`src/rtl/mem_arb_pkg.sv`:
```
// mem_arb_pkg: shared types and constants for the two-port memory arbiter.
//   state_e          - arbiter FSM state encoding (IDLE / ACCESS)
//   TIMEOUT_DEFAULT  - default wait limit, in cycles, for mem_ready
//   cnt_width()      - counter width able to hold a given limit without wrap
package mem_arb_pkg;

   typedef enum logic {
      S_IDLE   = 1'b0,
      S_ACCESS = 1'b1
   } state_e;

   localparam int unsigned TIMEOUT_DEFAULT = 16;

   // Width needed to represent 0..limit inclusive; never narrower than 1 bit.
   function automatic int unsigned cnt_width(input int unsigned limit);
      int unsigned w;
      w = $clog2(limit + 1);
      return (w < 1) ? 1 : w;
   endfunction

endpackage

```
`src/rtl/arb_rr2.sv`:
```
// arb_rr2: two-requester round-robin pick with its priority pointer.
// Ports:
//   clk, rst      - clock, asynchronous active-high reset
//   req_i[1:0]    - request vector (bit 0 = CPU data port, bit 1 = loader/debug)
//   done_i        - a granted access completed this cycle (ack or timeout)
//   done_idx_i    - index of the requester whose access completed
//   gnt_vld_o_c   - combinational: at least one request present
//   gnt_idx_o_c   - combinational: index of the requester to grant
module arb_rr2 (
   input  logic       clk,
   input  logic       rst,
   input  logic [1:0] req_i,
   input  logic       done_i,
   input  logic       done_idx_i,
   output logic       gnt_vld_o_c,
   output logic       gnt_idx_o_c
);

   logic ptr_q;
   logic ptr_d;

   // Pointer only matters on contention; a lone requester always wins.
   always_comb begin
      gnt_vld_o_c = |req_i;
      gnt_idx_o_c = 1'b0;
      case (req_i)
         2'b01:   gnt_idx_o_c = 1'b0;
         2'b10:   gnt_idx_o_c = 1'b1;
         2'b11:   gnt_idx_o_c = ptr_q;
         default: gnt_idx_o_c = 1'b0;
      endcase
   end

   // After a completed grant, prefer the other requester next time.
   always_comb begin
      ptr_d = ptr_q;
      if (done_i) begin
         ptr_d = ~done_idx_i;
      end
   end

   always_ff @(posedge clk or posedge rst) begin
      if (rst) begin
         ptr_q <= 1'b0;
      end else begin
         ptr_q <= ptr_d;
      end
   end

endmodule

```
`src/rtl/mem_arbiter.sv`:
```
// mem_arbiter: round-robin arbiter between two requesters sharing one
// single-outstanding memory port, with a ready timeout.
// Ports:
//   clk, rst                         - clock, asynchronous active-high reset
//   m{0,1}_req/we/addr/wdata/be      - requester command (held until ack)
//   m{0,1}_ack/err/rdata             - completion pulse, timeout flag, read data
//   mem_en/we/addr/wdata/be          - registered memory command, stable in ACCESS
//   mem_rdata, mem_ready             - memory read data and completion
module mem_arbiter
   import mem_arb_pkg::*;
#(
   parameter int unsigned AW      = 32,
   parameter int unsigned DW      = 32,
   parameter int unsigned TIMEOUT = TIMEOUT_DEFAULT
) (
   input  logic            clk,
   input  logic            rst,
   input  logic            m0_req,
   input  logic            m0_we,
   input  logic [AW-1:0]   m0_addr,
   input  logic [DW-1:0]   m0_wdata,
   input  logic [DW/8-1:0] m0_be,
   output logic            m0_ack,
   output logic            m0_err,
   output logic [DW-1:0]   m0_rdata,
   input  logic            m1_req,
   input  logic            m1_we,
   input  logic [AW-1:0]   m1_addr,
   input  logic [DW-1:0]   m1_wdata,
   input  logic [DW/8-1:0] m1_be,
   output logic            m1_ack,
   output logic            m1_err,
   output logic [DW-1:0]   m1_rdata,
   output logic            mem_en,
   output logic            mem_we,
   output logic [AW-1:0]   mem_addr,
   output logic [DW-1:0]   mem_wdata,
   output logic [DW/8-1:0] mem_be,
   input  logic [DW-1:0]   mem_rdata,
   input  logic            mem_ready
);

   localparam int unsigned BW = DW / 8;
   localparam int unsigned CW = cnt_width(TIMEOUT);

   state_e          state_q,     state_d;
   logic [CW-1:0]   cnt_q,       cnt_d;
   logic [CW-1:0]   cnt_inc;
   logic            gnt_q,       gnt_d;
   logic            mem_en_q,    mem_en_d;
   logic            mem_we_q,    mem_we_d;
   logic [AW-1:0]   mem_addr_q,  mem_addr_d;
   logic [DW-1:0]   mem_wdata_q, mem_wdata_d;
   logic [BW-1:0]   mem_be_q,    mem_be_d;
   logic [1:0]      ack_q,       ack_d;
   logic [1:0]      err_q,       err_d;
   logic [DW-1:0]   rdata0_q,    rdata0_d;
   logic [DW-1:0]   rdata1_q,    rdata1_d;

   logic            gnt_vld;
   logic            gnt_idx;
   logic            done;

   logic            sel_we;
   logic [AW-1:0]   sel_addr;
   logic [DW-1:0]   sel_wdata;
   logic [BW-1:0]   sel_be;

   arb_rr2 u_arb (
      .clk         (clk),
      .rst         (rst),
      .req_i       ({m1_req, m0_req}),
      .done_i      (done),
      .done_idx_i  (gnt_q),
      .gnt_vld_o_c (gnt_vld),
      .gnt_idx_o_c (gnt_idx)
   );

   // Command fields of the requester about to be granted.
   always_comb begin
      sel_we    = gnt_idx ? m1_we    : m0_we;
      sel_addr  = gnt_idx ? m1_addr  : m0_addr;
      sel_wdata = gnt_idx ? m1_wdata : m0_wdata;
      sel_be    = gnt_idx ? m1_be    : m0_be;
   end

   // Next-state and output logic; requester inputs are ignored in ACCESS.
   always_comb begin
      state_d     = state_q;
      cnt_d       = cnt_q;
      cnt_inc     = cnt_q + CW'(1);
      gnt_d       = gnt_q;
      mem_en_d    = mem_en_q;
      mem_we_d    = mem_we_q;
      mem_addr_d  = mem_addr_q;
      mem_wdata_d = mem_wdata_q;
      mem_be_d    = mem_be_q;
      ack_d       = 2'b00;
      err_d       = 2'b00;
      rdata0_d    = rdata0_q;
      rdata1_d    = rdata1_q;
      done        = 1'b0;

      case (state_q)
         S_IDLE: begin
            cnt_d = '0;
            if (gnt_vld) begin
               gnt_d       = gnt_idx;
               mem_en_d    = 1'b1;
               mem_we_d    = sel_we;
               mem_addr_d  = sel_addr;
               mem_wdata_d = sel_wdata;
               mem_be_d    = sel_be;
               state_d     = S_ACCESS;
            end
         end

         S_ACCESS: begin
            // A ready arriving on the timeout edge still completes normally.
            if (mem_ready) begin
               done          = 1'b1;
               mem_en_d      = 1'b0;
               cnt_d         = '0;
               state_d       = S_IDLE;
               ack_d[gnt_q]  = 1'b1;
               if (!mem_we_q) begin
                  if (gnt_q) begin
                     rdata1_d = mem_rdata;
                  end else begin
                     rdata0_d = mem_rdata;
                  end
               end
            end else if (cnt_inc == CW'(TIMEOUT)) begin
               done          = 1'b1;
               mem_en_d      = 1'b0;
               cnt_d         = '0;
               state_d       = S_IDLE;
               ack_d[gnt_q]  = 1'b1;
               err_d[gnt_q]  = 1'b1;
            end else begin
               cnt_d = cnt_inc;
            end
         end

         default: begin
            state_d  = S_IDLE;
            mem_en_d = 1'b0;
            cnt_d    = '0;
         end
      endcase
   end

   // Reset clears everything immediately, aborting any access without an ack.
   always_ff @(posedge clk or posedge rst) begin
      if (rst) begin
         state_q     <= S_IDLE;
         cnt_q       <= '0;
         gnt_q       <= 1'b0;
         mem_en_q    <= 1'b0;
         mem_we_q    <= 1'b0;
         mem_addr_q  <= '0;
         mem_wdata_q <= '0;
         mem_be_q    <= '0;
         ack_q       <= 2'b00;
         err_q       <= 2'b00;
         rdata0_q    <= '0;
         rdata1_q    <= '0;
      end else begin
         state_q     <= state_d;
         cnt_q       <= cnt_d;
         gnt_q       <= gnt_d;
         mem_en_q    <= mem_en_d;
         mem_we_q    <= mem_we_d;
         mem_addr_q  <= mem_addr_d;
         mem_wdata_q <= mem_wdata_d;
         mem_be_q    <= mem_be_d;
         ack_q       <= ack_d;
         err_q       <= err_d;
         rdata0_q    <= rdata0_d;
         rdata1_q    <= rdata1_d;
      end
   end

   assign mem_en    = mem_en_q;
   assign mem_we    = mem_we_q;
   assign mem_addr  = mem_addr_q;
   assign mem_wdata = mem_wdata_q;
   assign mem_be    = mem_be_q;
   assign m0_ack    = ack_q[0];
   assign m1_ack    = ack_q[1];
   assign m0_err    = err_q[0];
   assign m1_err    = err_q[1];
   assign m0_rdata  = rdata0_q;
   assign m1_rdata  = rdata1_q;

endmodule

```
`config.mk`:
```
export PLATFORM = sky130hd
export DESIGN_NAME = mem_arbiter
export DESIGN_NICKNAME = d
export VERILOG_FILES = /design/src/rtl/mem_arb_pkg.sv /design/src/rtl/arb_rr2.sv /design/src/rtl/mem_arbiter.sv
export SDC_FILE = /design/constraint.sdc
export NUM_CORES = 1
export LEC_CHECK = 0
export ABC_AREA = 1
export CORE_ASPECT_RATIO = 1.75
export CORE_MARGIN = 10
export CORE_UTILIZATION = 43
export CTS_CLUSTER_SIZE = 25
export DETAILED_ROUTE_END_ITERATION = 12
export PLACE_DENSITY = 0.86
export SETUP_SLACK_MARGIN = 0.5
export SLEW_MARGIN = 10
export SYNTH_ARGS = -nofsm -noshare
export SYNTH_HDL_FRONTEND = slang
export SYNTH_SLANG_ARGS = --single-unit
```
`constraint.sdc`:
```
create_clock -name clk -period 13.29 [get_ports clk]
set_input_delay 1.9935 -clock clk [delete_from_list [all_inputs] [get_ports clk]]
set_output_delay 1.9935 -clock clk [all_outputs]
set_load 0.01 [all_outputs]
```
==> results.txt <==
The synthesis warning total came out at 0. The count of clock tree sinks is 146, and the number of hold buffers added after cts is 0. For the cell count after synthesis, the log shows 677. Of all cell types, the one taking the most synthesized area is dfrtp_1. Die area: 0.0194 sq mm. The die is 177 um tall. Synthesis produced a netlist with a net count of 853. The type of element capturing the critical path was an async pin. Depth of the most critical reg-to-reg path: 6.

Cells with a size suffix above 1 make up 4.77% of the layout. In this run the remaining antenna-violating nets after routing total 0. The net total in the final layout came out at 1,149. After synthesis, the netlist uses 20 different library cells. 313 I/O pins were placed.

For this run, the top clock speed supported by timing is 281 MHz. The clock slew seen by the registers of the worst setup and hold paths is 0.07 ns. The count of pins over their slew limit was 0.

Setup violations remaining at the end of the flow were counted as 0. For the cell area after synthesis, the log shows 0.00606 sq mm. For the maximum clock insertion buffer count, the log shows 2. Post-CTS repair changed the size of 0 cells. Measured against its own limit, the worst slew margin works out to 26.9%. Sorting the synthesized cells by area gives the leading types as dfrtp_1 60%, a21oi_1 11%, nand2_1 8.9%, nor2_1 4.8%, o21ai_0 3.5%.

The worst hold path depth was 2. The flow ran to the end, and the final reports show no timing, DRC or antenna violations. The post-synthesis average cell area is 8.96 sq um, and the total routing resource utilization after global routing is 21.7%.

For this run, design rule violations remaining after detail routing come to 0. The final antenna diode count is 0. Relative area change from synthesis to final layout: 62.0%. The logs give 16.1 mm for the detailed placement HPWL and 252 for the detailed router's first-iteration violation count. Dividing the detail-routed wire length by the instance count gives 18.9 um.

STA classifies the critical path startpoint as an input pin. In this design, the stage delay of the slowest critical-path cell is 0.88 ns. For this configuration, the core starts out at a cell density of 43.8%. The tools report the total congestion overflow as 0. The first global-routing pass estimated 32.7 mm of wire. STA puts the critical path data arrival time at 3.92 ns. The clock arrives with 0.0102 ns of skew. At the later pin of the worst-skew pair, clock insertion delay measures 0.42 ns. The aggregate negative setup slack is 0 ns, and the end-of-flow core utilization is 71.0%.

Entering global routing, the biggest net connects 86 pins. The post-detailed-placement cell area was 0.00921 sq mm. The run gives 0 as the count of final hold-check violations. Setup repair after global routing left no endpoint under its margin. The first detailed-routing pass took 5 iterations. After routing the design area is 0.00982 sq mm.

The number of stages on the worst setup path is 3. The synthesized design devotes to its leading area cell type 60.2% of total area. The data required time of the worst path is 13.65 ns, and the time the worst path needs with I/O delays and setup is 3.56 ns.

For this design the ratio of total power to cell area is 210 mW/mm^2. The number of H-tree levels was 4. Measured along the x axis, the die boundary spans 110 um.

The total number of vias is 5,965. The worst setup path is of the in -> async kind. Post-synthesis register bit count: 146.

Port buffering added 312 buffers. Global placer's final weighted congestion: 0.822. On the critical path, the stage with the largest delay is an instance of buf_4. Of the available clock period, the critical path in the final layout requires 26.8%. Clock buffer count from CTS: 17. The total area inside the core boundary comes to 0.0138 sq mm.

The class of the worst hold path was reg -> reg. The detailed-route vias per instance was 5.13; the via count of the first global-routing pass was 6,113. Summed over all layers, the routed wires come to 22.0 mm. The tools report the number of max-cap violations as 0.

The row count came out at 57. Along the worst path, the maximum fanout reaches 85. The library cell used most frequently in the layout, excluding fill and tap cells, is clkdlybuf4s50_1. TritonCTS built the clock tree. Clock tree synthesis selected as its root buffer the cell clkbuf_16. The logs give 60.2% for the sequential fraction of the synthesis area and 0 for the post-CTS setup buffer count. Together, buffers and inverters on the worst path number 3. Summed over all cells, the static leakage comes to 4.32 nW.

Traced cell by cell, the critical path runs through clkdlybuf4s50_1, inv_6, buf_4. Family with the most delay on the worst path: buffers and inverters. At the pin with the least slew margin, the transition time is 1.10 ns. For the number of antenna violations at the first check in global routing, the log shows 0. The top cell types in the final layout, fill and taps aside, are 312 x clkdlybuf4s50_1, 146 x dfrtp_1, 144 x nand2_1. The maximum vdd drop is 0.132 mV.
==> cells by family (layout without fill, tap and decap cells) <==
family	Yosys count	count (layout)	synth area share, %
and+or+nand+nor	235	235	15.3
AOI/OAI and AO/OA	208	208	17.2
adders and majority gates	1	1	0.206
buffers and inverters	87	396	6.97
DFF	146	146	60.2
==> cells in the mapped netlist (all sizes together) <==
master  count
nand3       8
nor2       78
ha          1
dfrtp     146
buf        34
nand2     146
o22ai       1
inv        47
a21oi     138
o21ai      69
nand4       3
clkbuf      6
==> cell type report <==
type	count	area (sq um)
clock buffer	18	439
clock inverter	14	170
fill	1028	4010
inverter	47	181
multi-input combinational	444	2000
sequential	146	3650
tap	177	221
timing repair buffer	317	3160
==> flip-flops by register name (all words and copies together), names as in the netlist, 2 cells and up <==
name       cells
m1_rdata      32
mem_be         4
err_q          2
cnt_q          5
mem_addr      32
ack_q          2
mem_wdata     32
m0_rdata      32
==> power by group <==
part / switching (W) / internal, W
clock network: 0.000213 / 0.000274
logic: 0.000400 / 0.000445
registers: 0.000106 / 0.000629
==> worst paths after layout <==
kind | from | to | slack (ns)
min in group asynchronous | rst | m0_rdata[13]$_DFFE_PP0P_ | 2.02
hold reg to reg | m0_rdata[25]$_DFFE_PP0P_ | m0_rdata[25]$_DFFE_PP0P_ | 0.49
setup reg to reg | state_q$_DFF_PP0_ | mem_addr[23]$_DFFE_PP0P_ | 11.36
setup / recovery | rst | cnt_q[1]$_DFF_PP0_ | 9.73
max in group clk | m1_req | mem_addr[23]$_DFFE_PP0P_ | 9.82
hold / removal | m0_rdata[25]$_DFFE_PP0P_ | m0_rdata[25]$_DFFE_PP0P_ | 0.49
==> layer usage <==
layer	share of wire, %	track usage, %	routed length (um)	vias up
met2	52	37.4	11400	286
met4	3.9	10.0	864	0
met1	36	23.8	7850	2840
met5	0	0	0	-
li1	-	-	-	2792
met3	8.5	6.42	1860	47
==> stage by stage <==
stage | setup WS (ns) | hold slack, ns | cells | total power (W)
global route | 9.43 | 0.505 | 1163 | 0.00218
detailed placement | 9.22 | 0.473 | 1131 | 0.00159
finish | 9.73 | 0.488 | 1163 | 0.00207
CTS | 9.68 | 0.489 | 1163 | 0.00209
global placement | 9.25 | 0.466 | 1131 | 0.00156
floorplan | 7.37 | 0.449 | 677 | 0.00107
==> worst reg2reg max path, stage by stage (launching register included) <==
cell	delay (ns)
dfrtp_1	0.45
inv_2	0.15
o21ai_4	0.08
inv_2	0.37
buf_4	0.52
nor2_1	0.13
a21oi_1	0.15
(Power assumes the default switching activity.)
